File: src/rtl/mul_issue_ctrl.sv
// mul_issue_ctrl: sequencer between decode/execute and the multiply unit (mu).
// Accepts RV32M multiply ops (funct3 = 3'b0xx), latches the operands and the destination,
// fires a one-cycle start pulse into mu, stalls upstream until mu answers, then
// presents a one-cycle writeback. It also handles flush of an in-flight op and
// aborts on a watchdog timeout.
//
// Optional feature: define MUL_ISSUE_CACHE_EN to keep the last completed
// {a, b, mulctl, result}. An identical op is then answered from that cache
// without involving mu.
module mul_issue_ctrl #(
    parameter int unsigned XLEN    = 32,
    parameter int unsigned TIMEOUT = 64,
    parameter int unsigned CNT_W   = 7
) (
    input  logic            clk,
    input  logic            rst,
    input  logic            issue_valid,
    input  logic [2:0]      funct3,
    input  logic [XLEN-1:0] rs1_val,
    input  logic [XLEN-1:0] rs2_val,
    input  logic [4:0]      rd,
    input  logic            flush,
    output logic            mu_en,
    output logic [XLEN-1:0] mu_a,
    output logic [XLEN-1:0] mu_b,
    output logic [1:0]      mu_mulctl,
    input  logic [XLEN-1:0] mu_res,
    input  logic            mu_valid,
    output logic            stall,
    output logic            wb_valid,
    output logic [4:0]      wb_rd,
    output logic [XLEN-1:0] wb_data,
    output logic            err
);

    typedef enum logic [1:0] {
        StIdle,
        StIssue,
        StWait,
        StDrain
    } state_e;

    state_e          state_q, state_d;
    logic [XLEN-1:0] a_q, a_d;
    logic [XLEN-1:0] b_q, b_d;
    logic [1:0]      ctl_q, ctl_d;
    logic [4:0]      rd_q, rd_d;
    logic            wb_valid_q, wb_valid_d;
    logic [4:0]      wb_rd_q, wb_rd_d;
    logic [XLEN-1:0] wb_data_q, wb_data_d;
    logic            err_q, err_d;
    logic [CNT_W-1:0] cnt_q, cnt_d;

    logic            accept;
    logic            cnt_expired;
    logic            op_done;     // mu result written back this cycle
    logic            op_expired;  // watchdog abort from WAIT this cycle
    logic            cache_hit;
    logic [XLEN-1:0] hit_data;

    // Only IDLE accepts. A flush in the same cycle kills the candidate op.
    assign accept = (state_q == StIdle) & issue_valid & ~funct3[2] & ~flush;

    // The counter holds the number of WAIT/DRAIN cycles already spent. The
    // TIMEOUT-th cycle without an answer is the last one before the abort.
    assign cnt_expired = (cnt_q == CNT_W'(TIMEOUT - 1));

`ifdef MUL_ISSUE_CACHE_EN
    logic            cache_vld_q, cache_vld_d;
    logic [XLEN-1:0] cache_a_q, cache_a_d;
    logic [XLEN-1:0] cache_b_q, cache_b_d;
    logic [1:0]      cache_ctl_q, cache_ctl_d;
    logic [XLEN-1:0] cache_res_q, cache_res_d;

    assign cache_hit = cache_vld_q & (cache_a_q == rs1_val) & (cache_b_q == rs2_val)
                     & (cache_ctl_q == funct3[1:0]);
    assign hit_data  = cache_res_q;

    // Cache next state: fill on a real mu completion, drop on flush or abort.
    always_comb begin
        cache_vld_d = cache_vld_q;
        cache_a_d   = cache_a_q;
        cache_b_d   = cache_b_q;
        cache_ctl_d = cache_ctl_q;
        cache_res_d = cache_res_q;
        if (flush || op_expired) begin
            cache_vld_d = 1'b0;
        end else if (op_done) begin
            cache_vld_d = 1'b1;
            cache_a_d   = a_q;
            cache_b_d   = b_q;
            cache_ctl_d = ctl_q;
            cache_res_d = mu_res;
        end
    end

    // Cache registers.
    always_ff @(posedge clk or posedge rst) begin
        if (rst) begin
            cache_vld_q <= 1'b0;
            cache_a_q   <= '0;
            cache_b_q   <= '0;
            cache_ctl_q <= 2'b00;
            cache_res_q <= '0;
        end else begin
            cache_vld_q <= cache_vld_d;
            cache_a_q   <= cache_a_d;
            cache_b_q   <= cache_b_d;
            cache_ctl_q <= cache_ctl_d;
            cache_res_q <= cache_res_d;
        end
    end
`else
    assign cache_hit = 1'b0;
    assign hit_data  = '0;
`endif

    // Next-state, operand latch, writeback and watchdog logic.
    always_comb begin
        state_d    = state_q;
        a_d        = a_q;
        b_d        = b_q;
        ctl_d      = ctl_q;
        rd_d       = rd_q;
        wb_valid_d = 1'b0;
        wb_rd_d    = wb_rd_q;
        wb_data_d  = wb_data_q;
        err_d      = err_q;
        cnt_d      = cnt_q;
        op_done    = 1'b0;
        op_expired = 1'b0;

        unique case (state_q)
            StIdle: begin
                if (accept) begin
                    a_d   = rs1_val;
                    b_d   = rs2_val;
                    ctl_d = funct3[1:0];
                    rd_d  = rd;
                    err_d = 1'b0;
                    if (cache_hit) begin
                        // Answered locally: no mu start, no stall.
                        wb_valid_d = 1'b1;
                        wb_rd_d    = rd;
                        wb_data_d  = hit_data;
                    end else begin
                        state_d = StIssue;
                    end
                end
            end

            StIssue: begin
                cnt_d = '0;
                // mu has already been started; a flush can only wait for it.
                state_d = flush ? StDrain : StWait;
            end

            StWait: begin
                if (flush) begin
                    if (mu_valid || cnt_expired) begin
                        state_d = StIdle;
                    end else begin
                        state_d = StDrain;
                        cnt_d   = cnt_q + 1'b1;
                    end
                end else if (mu_valid) begin
                    wb_valid_d = 1'b1;
                    wb_rd_d    = rd_q;
                    wb_data_d  = mu_res;
                    op_done    = 1'b1;
                    state_d    = StIdle;
                end else if (cnt_expired) begin
                    err_d      = 1'b1;
                    op_expired = 1'b1;
                    state_d    = StIdle;
                end else begin
                    cnt_d = cnt_q + 1'b1;
                end
            end

            StDrain: begin
                // Swallow the result of the killed op; no error on expiry.
                if (mu_valid || cnt_expired) begin
                    state_d = StIdle;
                end else begin
                    cnt_d = cnt_q + 1'b1;
                end
            end

            default: begin
                state_d = StIdle;
            end
        endcase
    end

    // State and datapath registers.
    always_ff @(posedge clk or posedge rst) begin
        if (rst) begin
            state_q    <= StIdle;
            a_q        <= '0;
            b_q        <= '0;
            ctl_q      <= 2'b00;
            rd_q       <= 5'd0;
            wb_valid_q <= 1'b0;
            wb_rd_q    <= 5'd0;
            wb_data_q  <= '0;
            err_q      <= 1'b0;
            cnt_q      <= '0;
        end else begin
            state_q    <= state_d;
            a_q        <= a_d;
            b_q        <= b_d;
            ctl_q      <= ctl_d;
            rd_q       <= rd_d;
            wb_valid_q <= wb_valid_d;
            wb_rd_q    <= wb_rd_d;
            wb_data_q  <= wb_data_d;
            err_q      <= err_d;
            cnt_q      <= cnt_d;
        end
    end

    // Outputs are decoded from registered state only.
    assign mu_en     = (state_q == StIssue);
    assign stall     = (state_q != StIdle);
    assign mu_a      = a_q;
    assign mu_b      = b_q;
    assign mu_mulctl = ctl_q;
    assign wb_valid  = wb_valid_q;
    assign wb_rd     = wb_rd_q;
    assign wb_data   = wb_data_q;
    assign err       = err_q;

endmodule

File: config.mk
export PLATFORM = sky130hd
export DESIGN_NAME = mul_issue_ctrl
export DESIGN_NICKNAME = d
export VERILOG_FILES = /design/src/rtl/mul_issue_ctrl.sv
export SDC_FILE = /design/constraint.sdc
export NUM_CORES = 1
export LEC_CHECK = 0
export CAP_MARGIN = 20
export CORE_UTILIZATION = 44
export CTS_CLUSTER_SIZE = 10
export DETAILED_ROUTE_END_ITERATION = 10
export PLACE_DENSITY = 0.83
export SYNTH_ARGS = -nofsm -noshare
export SYNTH_HDL_FRONTEND = slang
export SYNTH_SLANG_ARGS = --single-unit
File: constraint.sdc
create_clock -name clk -period 11.6 [get_ports clk]
set_clock_uncertainty 0.2 [all_clocks]
set_input_delay 1.74 -clock clk [delete_from_list [all_inputs] [get_ports clk]]
set_output_delay 1.74 -clock clk [all_outputs]
set_load 0.005 [all_outputs]
==> results.json, run 1 <==
{
  "synth_top_area_frac": 0.640,
  "r2r-start": "state_q[0]$_DFFE_PP0P_",
  "cts_tree": "done",
  "hold_path_class": "flop to flop",
  "met3_usage": 0.0730,
  "max_cap_violations": 0,
  "synth_seq_cells": 119,
  "num_vias": 3150,
  "antenna_found_initial": 0,
  "synthTopCellsByArea": "dfrtp_1, mux2_1, mux2_2",
  "synth_top_cell_by_area": "dfrtp_1",
  "nets": 617,
  "die_h_um": 105,
  "grt-busiest-layer": "met2",
  "path_clk_slew_ps": 60,
  "power_mw": 1.82,
  "drtIter0Drc": 78,
  "cts_resized": 0,
  "slew_viol_final": 0,
  "dieWidth_um": 105,
  "diodes": 0,
  "min_period_over_period": 0.336,
  "cts_hold_buf": 0,
  "final.setup.tns_ps": 0,
  "crit_path_end_kind": "output port",
  "cellPowerDensity_nw_per_um2": 248,
  "crit_fanout": 8,
  "grt_use_met2": 0.360,
  "slew_headroom": 0.464,
  "grt_pass1_wl_mm": 17.5,
  "cts.htree.levels": 4,
  "syn2layout_area_growth_pct": 58.2,
  "drc_errors": 0,
  "max_freq_ghz": 0.257,
  "grt_usage": 0.210,
  "netlist_area_um2": 4650,
  "core_um2": 10300,
  "irDropWorstVdd_v": 0.000126,
  "cts_buffer_depth": 2,
  "dp_hpwl_mm": 7.86,
  "tightest_slew_ps": 804,
  "synthDistinctLibCells": 33,
  "num_rows": 37,
  "synthesis.nets": 393,
  "crit_path_start": "state_q[1]$_DFFE_PP0P_",
  "async_flop_share": 1.00,
  "drive_gt1_frac": 0.145,
  "nFillCells": 730,
  "dieArea_um2": 11000,
  "vias_per_cell": 4.82,
  "routabilityCongestion": 0.738,
  "syn_avg_cell_area_um2": 16.4,
  "p_leak_nw": 3.17,
  "detail_route.first_pass.iterations": 4,
  "yosysSeqAreaShare": 0.640,
  "worstHoldStart": "mu_b[27]$_DFFE_PP0P_",
  "drt_wl_total_mm": 10.9,
  "grt_max_degree": 74,
  "clk_latency_ps": 500,
  "multi_input_area_um2": 1510,
  "hold_viol": 0,
  "grt_overflow": 0,
  "synth_ff_type": "dfrtp_1",
  "antenna_left": 0,
  "ioPinCount": 216,
  "setup.worst_path.class": "flop to output port",
  "regArea_um2": 2980,
  "cts_made_buffers": 17,
  "grt_pass1_vias": 3423,
  "required_ps": 9660,
  "globalRouteMet1Util": 0.242,
  "cts-root-buf": "clkbuf_8",
  "clock_sinks": 119,
  "drt-wirelength-per-cell_um": 16.7,
  "status": "finished clean",
  "start_util": 0.453,
  "rsz0062_at_grt": "false",
  "ys_warn_count": 0,
  "io_buffer_count": 215,
  "critical_path_arrival_ps": 1950,
  "cts_setup_buffers": 0,
  "synthesis.instances": 283,
  "setup_viol": 0,
  "synth-edff-count": 0,
  "min_period_ps": 3890,
  "critPathLaunchType": "flop"
}
through the flow:
stage	instances	hold WS, ps	utilization	area [um^2]	worst slack [ps]
CTS	653	292	0.713	7330	7700
detailed placement	623	281	0.666	6840	7320
finish	654	287	0.716	7360	7710
floorplan	283	259	-	4650	6500
global placement	623	268	0.666	6840	7430
global route	654	300	0.716	7360	7590
synth_stat cells, types with 2 or more instances:
| master | number |
|---|---|
| buf_6 | 8 |
| nand2_1 | 9 |
| buf_12 | 2 |
| nor2_2 | 2 |
| mux2_2 | 37 |
| a31o_2 | 2 |
| o21bai_1 | 2 |
| o311a_1 | 2 |
| mux2_1 | 68 |
| mux2i_1 | 2 |
| mux2_4 | 3 |
| inv_1 | 5 |
| and3_1 | 2 |
| nor2_1 | 2 |
| dfrtp_1 | 119 |
placed cells by master (no fill, tap or decap), types with 2 or more instances in the layout:
cell	netlist	layout
clkdlybuf4s50_1	0	215
clkbuf_16	0	16
mux2_1	68	68
dfrtp_1	119	119
a31o_2	2	2
inv_1	5	4
nor2_2	2	2
mux2_4	3	3
mux2i_1	2	2
mux2_2	37	37
o21bai_1	2	2
nand2_1	9	9
clkbuf_8	0	3
clkbuf_1	0	6
and3_1	2	2
clkinv_2	0	5
o311a_1	2	2
nor2_1	2	2
where the power goes:
part	internal, mW	switching, mW	total (mW)
registers	0.614	0.105	0.719
clock network	0.268	0.162	0.430
logic	0.474	0.200	0.674
total	1.36	0.467	1.82
critical path: stages, from the launching register on:
cell and delay (ps):
dfrtp_1 450, nand2b_1 300, inv_1 180, clkdlybuf4s50_1 520
per-layer routing:
| layer | part of all wire | up-vias |
|---|---|---|
| li1 | - | 1451 |
| met5 | 0 | - |
| met1 | 0.41 | 1557 |
| met2 | 0.52 | 129 |
| met4 | 0.015 | 0 |
| met3 | 0.062 | 13 |
kinds of logic after synthesis:
logic type / count (synthesis) / synth area share
buffers and inverters: 17 / 0.0347
DFF: 119 / 0.640
muxes: 110 / 0.268
and+or+nand+nor: 24 / 0.0328
AOI/OAI and AO/OA: 12 / 0.0213
adders and majority gates: 1 / 0.00269
path summary, 6_finish.rpt:
| kind | to | slack (ps) | depth (start not counted) |
|---|---|---|---|
| hold / removal | mu_b[27]$_DFFE_PP0P_ | 290 | 1 |
| max in group asynchronous | mu_a[14]$_DFFE_PP0P_ | 8440 | 3 |
| hold reg to reg | mu_b[27]$_DFFE_PP0P_ | 290 | 1 |
| setup reg to reg | mu_a[15]$_DFFE_PP0P_ | 9560 | 4 |
| setup / recovery | mu_en | 7710 | 3 |
| min in group asynchronous | mu_b[2]$_DFFE_PP0P_ | 1560 | 2 |
cell type report:
| type | count | share of cell area |
|---|---|---|
| clock buffer | 25 | 0.0631 |
| clock inverter | 5 | 0.00340 |
| inverter | 5 | 0.00289 |
| multi-input combinational | 147 | 0.205 |
| sequential | 119 | 0.405 |
| tap | 136 | 0.0231 |
| timing repair buffer | 217 | 0.297 |
sequential cells by signal, summed over array words and instances (netlist names):
signal	flops
wb_valid	1
rd_q	5
mu_mulctl	2
state_q	2
wb_data	32
err	1
wb_rd	5
mu_a	32
cnt_q	7
mu_b	32
No activity file was read; power rests on OpenSTA's default activity.
==> run 2, diff against run 1 <==
--- a/config.mk
+++ b/config.mk
@@ -6,10 +6,10 @@
 export NUM_CORES = 1
 export LEC_CHECK = 0
 export CAP_MARGIN = 20
-export CORE_UTILIZATION = 44
+export CORE_UTILIZATION = 41
 export CTS_CLUSTER_SIZE = 10
 export DETAILED_ROUTE_END_ITERATION = 10
-export PLACE_DENSITY = 0.83
+export PLACE_DENSITY = 0.78
 export SYNTH_ARGS = -nofsm -noshare
 export SYNTH_HDL_FRONTEND = slang
 export SYNTH_SLANG_ARGS = --single-unit
==> constraint.sdc (replaced) <==
create_clock -name clk -period 3.68 [get_ports clk]
set_clock_uncertainty 0.2 [all_clocks]
set_input_delay 0.552 -clock clk [delete_from_list [all_inputs] [get_ports clk]]
set_output_delay 0.552 -clock clk [all_outputs]
set_load 0.005 [all_outputs]
==> run 2 against run 1 <==
- hold slack lost 46 ps
- critical path depth is the same
- wire length grew 2.5%
- sequential cell count is the same
- register-to-register slack lost 8000 ps
- utilization shrank 3.1 points
- design area grew 1.8%
- power grew to 3.3 times the previous value
- sequential share of layout area shrank 0.70 points
- critical path type unchanged
- critical endpoint unchanged
- largest power group unchanged
==> results.json, run 2 (synthesis results as in run 1) <==
{
  "status": "finished clean",
  "place_area_um2": 6890,
  "drtIter0Drc": 85,
  "critical_path_arrival_ps": 1850,
  "critPathLaunchType": "flop",
  "seq_power_share": 0.375,
  "crit_path_start": "state_q[1]$_DFFE_PP0P_",
  "clk_latency_ps": 400,
  "grt_pass1_wl_mm": 17.0,
  "rsz0062_at_grt": "false",
  "diodes": 0,
  "cts.htree.levels": 4,
  "antenna_found_initial": 0,
  "critical-path-max-stage-delay_ps": 520,
  "crit_family": "buffers and inverters",
  "routabilityCongestion": 0.792,
  "grt_overflow": 0,
  "r2r_setup_slack_ps": 1520,
  "required_ps": 2930,
  "nets": 618,
  "nFillCells": 804,
  "finish.utilization": 0.685,
  "irDropWorstVdd_v": 0.000427,
  "final_common_cell": "clkdlybuf4s50_1",
  "final_cell_mix": "clkdlybuf4s50_1, dfrtp_1, mux2_1, mux2_2, clkbuf_16",
  "crit_fanout": 8,
  "detail_route.first_pass.iterations": 4,
  "cts_hold_buf": 0,
  "slew_headroom": 0.629,
  "p_leak_nw": 3.22,
  "ioPinCount": 216,
  "slew_viol_final": 0,
  "num_rows": 38,
  "vias_per_cell": 4.88,
  "min_period_over_period": 0.707,
  "drt-wirelength-per-cell_um": 16.9,
  "syn2layout_area_growth_pct": 61.0,
  "cp_num_buf_inv": 2,
  "intPower_mw": 4.54,
  "cts_buffer_depth": 2,
  "min_period_ps": 2600,
  "antenna_left": 0,
  "power_switching_mw": 1.51,
  "r2r-start": "state_q[0]$_DFFE_PP0P_",
  "dp_hpwl_mm": 8.16,
  "clock_sinks": 119,
  "cts-root-buf": "clkbuf_16",
  "core_um2": 10900,
  "p_comb_frac": 0.351,
  "setup.worst_path.class": "flop to output port",
  "swShare": 0.250,
  "grt_pass1_vias": 3396,
  "grt_max_degree": 69,
  "drt_wl_total_mm": 11.2,
  "max_freq_ghz": 0.384,
  "place_ws_ps": 911,
  "die_h_um": 109,
  "hold_path_class": "input pin to async pin",
  "clkPwrFrac": 0.274,
  "final.setup.tns_ps": 0,
  "dieArea_um2": 11800,
  "setup_viol": 0,
  "start_util": 0.425,
  "cpMaxStageDelayCell": "clkdlybuf4s50_1",
  "drive_gt1_frac": 0.155,
  "cts_tree": "done",
  "stdcell_area_um2": 7490,
  "dieWidth_um": 109,
  "path_cells": "nand2b_1 -> inv_1 -> clkdlybuf4s50_1",
  "crit_path_end_kind": "output port",
  "path_clk_slew_ps": 50,
  "grt_usage": 0.192,
  "cts_setup_buffers": 0,
  "tightest_slew_ps": 556,
  "cts_made_buffers": 17,
  "layout_setup_ws_ps": 1080,
  "drc_errors": 0,
  "cellPowerDensity_nw_per_um2": 809,
  "num_vias": 3227,
  "io_buffer_count": 215,
  "cts_resized": 0,
  "hold_viol": 0,
  "max_cap_violations": 0
}
==> run 2: cell types whose count changed in the layout (fill, tap and decap cells not counted), sizes merged <==
cell	delta
bufinv	+3
clkbuf	-2
clkinvlp	+2
buf	+1
inv	-1
==> run 2: worst paths after layout <==
path	end	depth (start not counted)
setup / recovery	mu_en	3
hold / removal	mu_b[24]$_DFFE_PP0P_	2
setup reg to reg	mu_b[14]$_DFFE_PP0P_	4
hold reg to reg	mu_a[25]$_DFFE_PP0P_	1
max in group asynchronous	mu_a[18]$_DFFE_PP0P_	3
min in group clk	mu_a[25]$_DFFE_PP0P_	1
==> run 2: stage by stage <==
stage	hold slack, ps	power, mW	instances
CTS	233	6.13	661
global route	245	6.37	661
floorplan	259	2.97	283
detailed placement	279	4.45	629
finish	241	6.05	661
global placement	268	4.34	629
==> run 2: final cells by class <==
class                           count  area [um^2]  share of cell area
Clock buffer                       23          478              0.0638
Clock inverter                      9          123              0.0164
Inverter                            5         22.5             0.00301
Multi-Input combinational cell    147         1510               0.202
Sequential cell                   119         2980               0.398
Tap cell                          140          175              0.0234
Timing Repair Buffer              218         2200               0.294
==> run 2: per-layer routing <==
layer  GRT usage  share of wire  vias to the layer above
met5           0              0                        -
met4      0.0840          0.021                        0
met3      0.0639          0.082                       22
met2       0.339           0.51                      152
met1       0.210           0.38                     1590
li1            -              -                     1463
==> run 2: power groups by stage <==
stage	sequential (mW)	combinational, mW	clock (mW)
2_1_floorplan	2.30	0.665	0
3_3_place_gp	2.25	2.09	0
3_5_place_dp	2.30	2.15	0
4_1_cts	2.28	2.16	1.69
5_1_grt	2.35	2.27	1.75
6_report	2.27	2.12	1.66
==> run 2: worst register-to-register path, cell delays in order, from the launching register on <==
cell and delay, ps:
dfrtp_1 410, nor2_2 210, nand3_4 460, buf_12 390, mux2_1 360
==> run 3, diff against run 2 <==
==> constraint.sdc (replaced) <==
create_clock -name clk -period 2.7 [get_ports clk]
set_clock_uncertainty 0.2 [all_clocks]
set_input_delay 0.405 -clock clk [delete_from_list [all_inputs] [get_ports clk]]
set_output_delay 0.405 -clock clk [all_outputs]
set_load 0.005 [all_outputs]
==> run 3 against run 2 <==
- critical path depth is the same
- via count shrank 0.71%
- first-iteration DRC count rose by 8.2%
- design area up 0.15%
- die area unchanged
- non-clock buffer count rose by 2
- clock-buffer cell count down 3
- sequential power is 36% higher
- wire length is 2.0% lower
- final cell count rose by 0.30%
- power increased by 35%
- largest cell class unchanged
- highest routed layer unchanged
==> results.json, run 3 (synthesis results as in run 1) <==
{
  "drt-wirelength-per-cell_um": 16.5,
  "reg2reg_depth": 4,
  "clock_sinks": 119,
  "cellPowerDensity_nw_per_um2": 1090,
  "grt_pass1_wl_mm": 17.2,
  "hold_viol": 0,
  "max_freq_ghz": 0.401,
  "syn2layout_area_growth_pct": 61.2,
  "io_buffer_count": 215,
  "path_clk_slew_ps": 60,
  "dp_hpwl_mm": 7.91,
  "min_period_over_period": 0.925,
  "setup.worst_path.class": "flop to output port",
  "start_util": 0.425,
  "cts_hold_buf": 0,
  "clk_latency_ps": 400,
  "critical-path-max-stage-delay_ps": 530,
  "cts_tree": "done",
  "grt_usage": 0.194,
  "crit_path_end_kind": "output port",
  "min_period_ps": 2500,
  "p_leak_nw": 3.21,
  "crit_fanout": 8,
  "die_h_um": 109,
  "slew_headroom": 0.521,
  "r2r_setup_slack_ps": 830,
  "place_area_um2": 6910,
  "cts_buffer_depth": 2,
  "grt_overflow": 0,
  "status": "finished clean",
  "final_cell_mix": "clkdlybuf4s50_1, dfrtp_1, mux2_1, mux2_2, clkbuf_16",
  "stdcell_area_um2": 7500,
  "whs_ps": 261,
  "cts.htree.levels": 4,
  "tightest_slew_ps": 718,
  "core_um2": 10900,
  "irDropWorstVdd_v": 0.000646,
  "required_ps": 2100,
  "power_mw": 8.15,
  "hold_path_class": "input pin to async pin",
  "final_common_cell": "clkdlybuf4s50_1",
  "vias_per_cell": 4.83,
  "num_rows": 38,
  "max_cap_violations": 0,
  "setup_viol": 0,
  "place_ws_ps": 360,
  "drt_wl_total_mm": 11.0,
  "drtIter0Drc": 92,
  "critical_path_arrival_ps": 1890,
  "detail_route.first_pass.iterations": 4,
  "antenna_found_initial": 0,
  "ioPinCount": 216,
  "drc_errors": 0,
  "final.setup.tns_ps": 0,
  "grt_pass1_vias": 3508,
  "dieArea_um2": 11800,
  "dieWidth_um": 109,
  "layout_setup_ws_ps": 204,
  "slew_viol_final": 0,
  "nFillCells": 780,
  "cpMaxStageDelayCell": "clkdlybuf4s50_1",
  "cts-root-buf": "clkbuf_16",
  "diodes": 0,
  "nets": 620,
  "cts_resized": 0,
  "drive_gt1_frac": 0.163,
  "grt_max_degree": 64,
  "antenna_left": 0,
  "num_vias": 3204,
  "critPathLaunchType": "flop",
  "routabilityCongestion": 0.752,
  "cts_setup_buffers": 0,
  "path_cells": "nand2b_1 -> inv_1 -> clkdlybuf4s50_1",
  "rsz0062_at_grt": "false",
  "cts_made_buffers": 17
}
==> run 3: changes by cell type in the layout (fill, tap and decap cells not counted) <==
cell        change
clkinv_4        +2
clkbuf_8        -1
clkbuf_1        -2
clkinvlp_4      +3
bufinv_16       -1
buf_4           +1
clkinv_2        -1
buf_12          +1
==> run 3: critical path: cells and delay by family, from the launching register on <==
family        cells  cell delay, ps
buf+inv           2             720
flops             1             460
simple gates      1             310
==> run 3: cell type report <==
class / instances / area, um^2 / share of cell area
clock buffers: 20 / 457 / 0.0609
clock inverters: 12 / 128 / 0.0170
inverters: 5 / 22.5 / 0.00300
flip-flops and latches: 119 / 2980 / 0.397
well taps: 140 / 175 / 0.0234
multi-input cells: 147 / 1510 / 0.202
repair buffers: 220 / 2230 / 0.297
==> run 3: final timing paths <==
| check | from | end |
|---|---|---|
| min reg2reg | mu_a[20]$_DFFE_PP0P_ | mu_a[20]$_DFFE_PP0P_ |
| min | rst | wb_data[1]$_DFFE_PP0P_ |
| max in group asynchronous | rst | mu_a[29]$_DFFE_PP0P_ |
| max | state_q[1]$_DFFE_PP0P_ | mu_en |
| max reg2reg | state_q[0]$_DFFE_PP0P_ | wb_data[6]$_DFFE_PP0P_ |
| min in group clk | mu_a[20]$_DFFE_PP0P_ | mu_a[20]$_DFFE_PP0P_ |
==> run 3: where the power goes <==
part           switching (mW)  total [mW]  internal [mW]
Sequential              0.450        3.09           2.64
Combinational           0.847        2.89           2.05
Clock                   0.774        2.17           1.40
==> run 3: layer usage <==
| layer | part of all wire | vias up | wire length (um) | GRT usage |
|---|---|---|---|---|
| met5 | 0 | - | 0 | 0 |
| met4 | 0.019 | 0 | 211 | 0.0820 |
| met3 | 0.084 | 17 | 920 | 0.0645 |
| met2 | 0.51 | 142 | 5620 | 0.340 |
| met1 | 0.38 | 1575 | 4200 | 0.214 |
| li1 | - | 1470 | - | - |
==> run 3: stage by stage <==
stage | instances | util
3_5_place_dp | 631 | 0.632
3_3_place_gp | 631 | 0.632
4_1_cts | 663 | 0.686
5_1_grt | 663 | 0.686
6_report | 663 | 0.686
2_1_floorplan | 283 | -
